===== src/rtl/hazard_select_ctrl_pkg.sv =====
// Shared definitions for the hazard/select controller: mux select codes,
// the hardwired-zero register number and the per-stage shadow entry.
package hazard_select_ctrl_pkg;

  // 2-bit select codes driven onto the pipeline's 3:1 muxes
  localparam logic [1:0] SEL_PASS = 2'b00;
  localparam logic [1:0] SEL_FWD  = 2'b01;
  localparam logic [1:0] SEL_ZERO = 2'b10;

  // Register numbers are held at this width inside the shadow entries;
  // narrower architectural addresses are zero-extended into it.
  localparam int SHADOW_AW = 8;

  localparam logic [SHADOW_AW-1:0] REG_ZERO = '0;

  // One in-flight instruction as seen by the hazard logic
  typedef struct packed {
    logic                 v;   // stage holds a real instruction
    logic [SHADOW_AW-1:0] rd;  // destination register
    logic                 rw;  // writes a register
    logic                 ld;  // is a load (result only available after MEM)
  } shadow_t;

endpackage


===== src/rtl/hazard_select_ctrl_match.sv =====
// Compares one ID source register against one in-flight shadow entry.
// Register zero is hardwired and never produces a dependency.
module hazard_match
  import hazard_select_ctrl_pkg::*;
(
  input  logic                 i_uses,
  input  logic [SHADOW_AW-1:0] i_src,
  input  logic                 i_v,
  input  logic                 i_rw,
  input  logic [SHADOW_AW-1:0] i_rd,
  output logic                 o_match
);

  // A producer matters only if it is valid, writes, targets our source and is not $0
  always_comb begin
    o_match = i_uses & i_v & i_rw & (i_rd == i_src) & (i_src != REG_ZERO);
  end

endmodule


===== src/rtl/hazard_select_ctrl.sv =====
// Select-side hazard controller: tracks EX/MEM destinations, decides stall,
// forwarding and bubble/flush, and drives the pipeline mux select codes.
module hazard_select_ctrl
  import hazard_select_ctrl_pkg::*;
#(
  parameter int REG_AW = 5,   // must not exceed SHADOW_AW
  parameter int CNT_W  = 16
) (
  input  logic              Clk,
  input  logic              Rst_n,
  input  logic              id_valid,
  input  logic [REG_AW-1:0] id_rs,
  input  logic [REG_AW-1:0] id_rt,
  input  logic              id_uses_rs,
  input  logic              id_uses_rt,
  input  logic [REG_AW-1:0] id_rd,
  input  logic              id_reg_write,
  input  logic              id_mem_read,
  input  logic              ex_branch_taken,
  output logic              pc_write,
  output logic              ifid_write,
  output logic [1:0]        ifid_sel,
  output logic [1:0]        idex_sel,
  output logic [1:0]        ex_fwd_a_sel,
  output logic [1:0]        ex_fwd_b_sel,
  output logic [CNT_W-1:0]  stall_count,
  output logic [CNT_W-1:0]  flush_count
);

  shadow_t              r_ex;
  shadow_t              r_mem;
  logic [1:0]           r_fwd_a;
  logic [1:0]           r_fwd_b;
  logic [CNT_W-1:0]     r_stall_cnt;
  logic [CNT_W-1:0]     r_flush_cnt;

  logic [SHADOW_AW-1:0] w_rs;
  logic [SHADOW_AW-1:0] w_rt;
  logic [SHADOW_AW-1:0] w_rd;
  logic                 w_m1_rs;
  logic                 w_m1_rt;
  logic                 w_m2_rs;
  logic                 w_m2_rt;
  logic                 w_stall;
  logic                 w_stall_eff;
  logic                 w_advance;

  // Saturating increment: holds at all-ones instead of wrapping
  function automatic logic [CNT_W-1:0] sat_inc(input logic [CNT_W-1:0] v);
    sat_inc = (&v) ? v : v + 1'b1;
  endfunction

  assign w_rs = SHADOW_AW'(id_rs);
  assign w_rt = SHADOW_AW'(id_rt);
  assign w_rd = SHADOW_AW'(id_rd);

  hazard_match u_m1_rs (.i_uses(id_uses_rs), .i_src(w_rs), .i_v(r_ex.v),
                        .i_rw(r_ex.rw), .i_rd(r_ex.rd), .o_match(w_m1_rs));
  hazard_match u_m1_rt (.i_uses(id_uses_rt), .i_src(w_rt), .i_v(r_ex.v),
                        .i_rw(r_ex.rw), .i_rd(r_ex.rd), .o_match(w_m1_rt));
  hazard_match u_m2_rs (.i_uses(id_uses_rs), .i_src(w_rs), .i_v(r_mem.v),
                        .i_rw(r_mem.rw), .i_rd(r_mem.rd), .o_match(w_m2_rs));
  hazard_match u_m2_rt (.i_uses(id_uses_rt), .i_src(w_rt), .i_v(r_mem.v),
                        .i_rw(r_mem.rw), .i_rd(r_mem.rd), .o_match(w_m2_rt));

  // Stall decision: MEM producers and EX loads cannot be forwarded; a taken
  // branch overrides the stall because the stalled instruction is flushed anyway
  always_comb begin
    w_stall     = id_valid & (w_m2_rs | w_m2_rt | ((w_m1_rs | w_m1_rt) & r_ex.ld));
    w_stall_eff = w_stall & ~ex_branch_taken;
    w_advance   = ~w_stall & ~ex_branch_taken;
  end

  // Front-end enables and IF/ID, ID/EX mux selects
  always_comb begin
    pc_write   = ~w_stall_eff;
    ifid_write = ~w_stall_eff;
    ifid_sel   = ex_branch_taken ? SEL_ZERO : SEL_PASS;
    idex_sel   = (w_stall | ex_branch_taken) ? SEL_ZERO : SEL_PASS;
  end

  // Shadow pipeline: MEM takes EX; EX takes the ID instruction or a bubble
  always_ff @(posedge Clk or negedge Rst_n) begin
    if (!Rst_n) begin
      r_ex  <= '0;
      r_mem <= '0;
    end else begin
      r_mem <= r_ex;
      if (w_advance) begin
        r_ex <= '{v: id_valid, rd: w_rd, rw: id_reg_write, ld: id_mem_read};
      end else begin
        r_ex <= '0;
      end
    end
  end

  // Forward selects are registered so they line up with the instruction in EX
  always_ff @(posedge Clk or negedge Rst_n) begin
    if (!Rst_n) begin
      r_fwd_a <= SEL_PASS;
      r_fwd_b <= SEL_PASS;
    end else begin
      r_fwd_a <= (w_advance & id_valid & w_m1_rs & ~r_ex.ld) ? SEL_FWD : SEL_PASS;
      r_fwd_b <= (w_advance & id_valid & w_m1_rt & ~r_ex.ld) ? SEL_FWD : SEL_PASS;
    end
  end

  // Saturating stall and flush event counters
  always_ff @(posedge Clk or negedge Rst_n) begin
    if (!Rst_n) begin
      r_stall_cnt <= '0;
      r_flush_cnt <= '0;
    end else begin
      if (w_stall_eff)     r_stall_cnt <= sat_inc(r_stall_cnt);
      if (ex_branch_taken) r_flush_cnt <= sat_inc(r_flush_cnt);
    end
  end

  assign ex_fwd_a_sel = r_fwd_a;
  assign ex_fwd_b_sel = r_fwd_b;
  assign stall_count  = r_stall_cnt;
  assign flush_count  = r_flush_cnt;

endmodule


===== config.mk =====
export PLATFORM = sky130hd
export DESIGN_NAME = hazard_select_ctrl
export DESIGN_NICKNAME = d
export VERILOG_FILES = /design/src/rtl/hazard_select_ctrl_pkg.sv /design/src/rtl/hazard_select_ctrl_match.sv /design/src/rtl/hazard_select_ctrl.sv
export SDC_FILE = /design/constraint.sdc
export NUM_CORES = 1
export LEC_CHECK = 0
export ABC_AREA = 0
export CAP_MARGIN = 10
export CORE_MARGIN = 3
export CORE_UTILIZATION = 50
export CTS_BUF_LIST = sky130_fd_sc_hd__clkbuf_8 sky130_fd_sc_hd__clkbuf_16
export DETAILED_ROUTE_END_ITERATION = 10
export GPL_TIMING_DRIVEN = 0
export PLACE_DENSITY = 0.88
export SLEW_MARGIN = 20
export SYNTH_ARGS = -nofsm -noshare
export SYNTH_HDL_FRONTEND = slang
export SYNTH_SLANG_ARGS = --single-unit

===== constraint.sdc =====
create_clock -name Clk -period 9.4 [get_ports Clk]
set_clock_uncertainty 0.2 [all_clocks]
set_input_delay 2.82 -clock Clk [delete_from_list [all_inputs] [get_ports Clk]]
set_output_delay 2.82 -clock Clk [all_outputs]
set_load 0.01 [all_outputs]

==> metrics <==
Yosys top cell by area dfrtp_1; f_max 118 MHz; die area 5620 um^2; Clock Sinks 49; mean area per synthesized cell 11.5 um^2; # diodes 0; Design Power 498 uW; gr ovfl total 0; max_cap viols 0; post-synthesis sequential area ratio 51.6%; crit start category input pin; initial antenna violation count 0; vias in the first global route 1718; layout cells sized above 1 11.5%; r2r endpoint stall_count[1]$_DFFE_PN0P_; Post-CTS Setup Repair Bufs 0; clk slew on worst S/H paths 0.09 ns; wire length per cell 14.3 um; core area 4470 um^2; area share of the largest cell type after synthesis 51.6%; slowest CP cell or4_1; Synth cell types 35; R2R depth 7; hold endpoint r_mem[10]$_DFF_PN0_; Req. time, crit path 6.38 ns; commonest non-fill, non-tap cell in the layout clkdlybuf4s50_1; Cell Pwr Density 156 nW/um^2; Worst Hold Launch r_ex[10]$_DFF_PN0_; critical path endpoint category output port; Rel. slew slack 58.9%; Longest Clk Path Bufs 2; crit-path max cell delay 0.53 ns; Slew @ Worst Pin 0.609 ns; crit-path leading delay family buffers and inverters; routed wire length 4.75 mm; Cell Count, Final, Fillers Out 331; crit-path max FO 8; cell count after synthesis 207; worst path bufs/invs 3; GRT Resource Usage Total 17.9%; clk_lat worst skew 0.30 ns; Worst R2R Start r_ex[6]$_DFF_PN0_; fin. max-slew vios 0; #FFs+latches synth 49; Initial Util 53.1%; drt first pass iters 4; port bufs 60; critical path arrival 5.48 ns; commonest non-fill, non-tap cells in the layout clkdlybuf4s50_1 (59), dfrtp_1 (49), xnor2_1 (28); Post-DP HPWL 3.60 mm; status completed; flop-to-flop setup slack 6.98 ns; Leak 0.00140 uW; RSZ-0062 raised after global routing false; Hold Path Class flip-flop to flip-flop; vias per cell 5.15; routability cong. 0.810; CTS Hold Bufs 0; number of placed I/O pins 65; Max VDD drop 0.108 mV; hold path cells 0; CP Launch Point id_rs[0]; setup ws final 0.902 ns; setup_tns 0 ns; CTS tree built; DR iter-0 viols 58; Rows 24; area grow syn2layout 34.5%; Final period util 90.4%; post-layout min period 8.50 ns; Final Hold Viols 0; PostCTS Resize Cnt 0; Placed Cells 323; WP depth 9; first-pass GRT wire length 7.67 mm; antenna viol nets, final 0; Setup CP Type input pin to output port; Die H 74.9 um; Nets 303; final core occ 71.4%; Setup-failing EPs final 0; largest net degree at the start of global routing 28; total number of vias 1704; H-tree Lvls 2; # DRC 0; pre-CTS WS 0.899 ns; Yosys Warn Count 0; critical path cell sequence clkdlybuf4s50_1 > or4_1 > o21ai_0 > or4_1 > o41ai_2 > or2_1 > a21oi_2 > inv_1 > clkdlybuf4s50_1; mapped cell area 2380 um^2; Die X 74.9 um; CTS buffer count 5; top cells by area, synth dfrtp_1 (52%), xnor2_1 (10%), xor2_1 (7.4%), nand2_1 (2.7%), and2_1 (2.4%); CTS root buffer clkbuf_8
cell usage after synthesis (all sizes together):
library cell,count
dfrtp,49
xnor2,28
xor2,20
nand2,17
nand3,10
and2,9
and3,9
nand4,9
buf,7
nor2,7
nor3,6
nor4,5
or4,5
nor3b,4
inv,3
mux2,3
ha,2
o21a,2
o21ai,2
a21boi,1
a21oi,1
and4,1
conb,1
nand2b,1
o2111ai,1
o21bai,1
o41ai,1
or2,1
or3,1
layer usage:
metal,track usage [%],vias up,part of all wire (%)
met5,0,-,0
met4,6.52,0,1.5
met3,4.27,6,4.9
met2,29.9,45,50
met1,22.7,806,44
li1,-,847,-
how the worst max path moves through the flow:
stage                  end  slack, ns
4_1_cts        idex_sel[1]       0.89
2_1_floorplan  idex_sel[1]       2.06
3_3_place_gp   idex_sel[1]       0.91
5_1_grt        idex_sel[1]       0.75
3_5_place_dp   idex_sel[1]       0.90
6_report       idex_sel[1]       0.90
cell type report:
cell class,count,area [um^2]
clock buffer,6,82.6
clock inverter,2,37.5
buffer,7,56.3
fill,339,1280
multi-input combinational,151,1090
timing repair buffer,61,623
tap,52,65.1
sequential,49,1230
inverter,3,11.3
per-stage QoR:
| step | cell area [um^2] | hold WS (ns) |
|---|---|---|
| 2_1_floorplan | 2390 | 0.154 |
| 3_3_place_gp | 3050 | 0.158 |
| 3_5_place_dp | 3080 | 0.167 |
| 4_1_cts | 3200 | 0.189 |
| 5_1_grt | 3200 | 0.198 |
| 6_report | 3200 | 0.191 |
state kept, by name (all words and copies together), names as in the netlist:
signal        flops
r_mem             7
ex_fwd_b_sel      1
r_ex              8
ex_fwd_a_sel      1
stall_count      16
flush_count      16
logic make-up after synthesis:
| family | after synthesis | share of synthesized area [%] |
|---|---|---|
| and+or+nand+nor | 85 | 21.0 |
| DFF | 49 | 51.6 |
| xor gates and xnor gates | 48 | 17.7 |
| buffers and inverters | 10 | 2.84 |
| AOI/OAI and AO/OA | 9 | 4.21 |
| muxes | 3 | 1.42 |
| adders and majority gates | 2 | 1.05 |
| other | 1 | 0.158 |
worst register-to-register path: cells and delay by family (launching register included):
| family | cells | cell delay [ns] |
|---|---|---|
| AO/OA/AOI/OAI | 2 | 0.33 |
| XOR/XNOR | 1 | 0.15 |
| flip-flops | 1 | 0.43 |
| multiplexers | 1 | 0.36 |
| AND/OR/NAND/NOR | 3 | 0.86 |
where the power goes:
group | total (uW) | leakage (uW) | switching, uW | internal, uW
Clock | 155 | 0.0000574 | 68.6 | 86.5
Sequential | 250 | 0.000656 | 20.9 | 229
Combinational | 93.0 | 0.000691 | 36.0 | 57.0
Total | 498 | 0.00140 | 126 | 372
No activity file was read; power rests on OpenSTA's default activity.
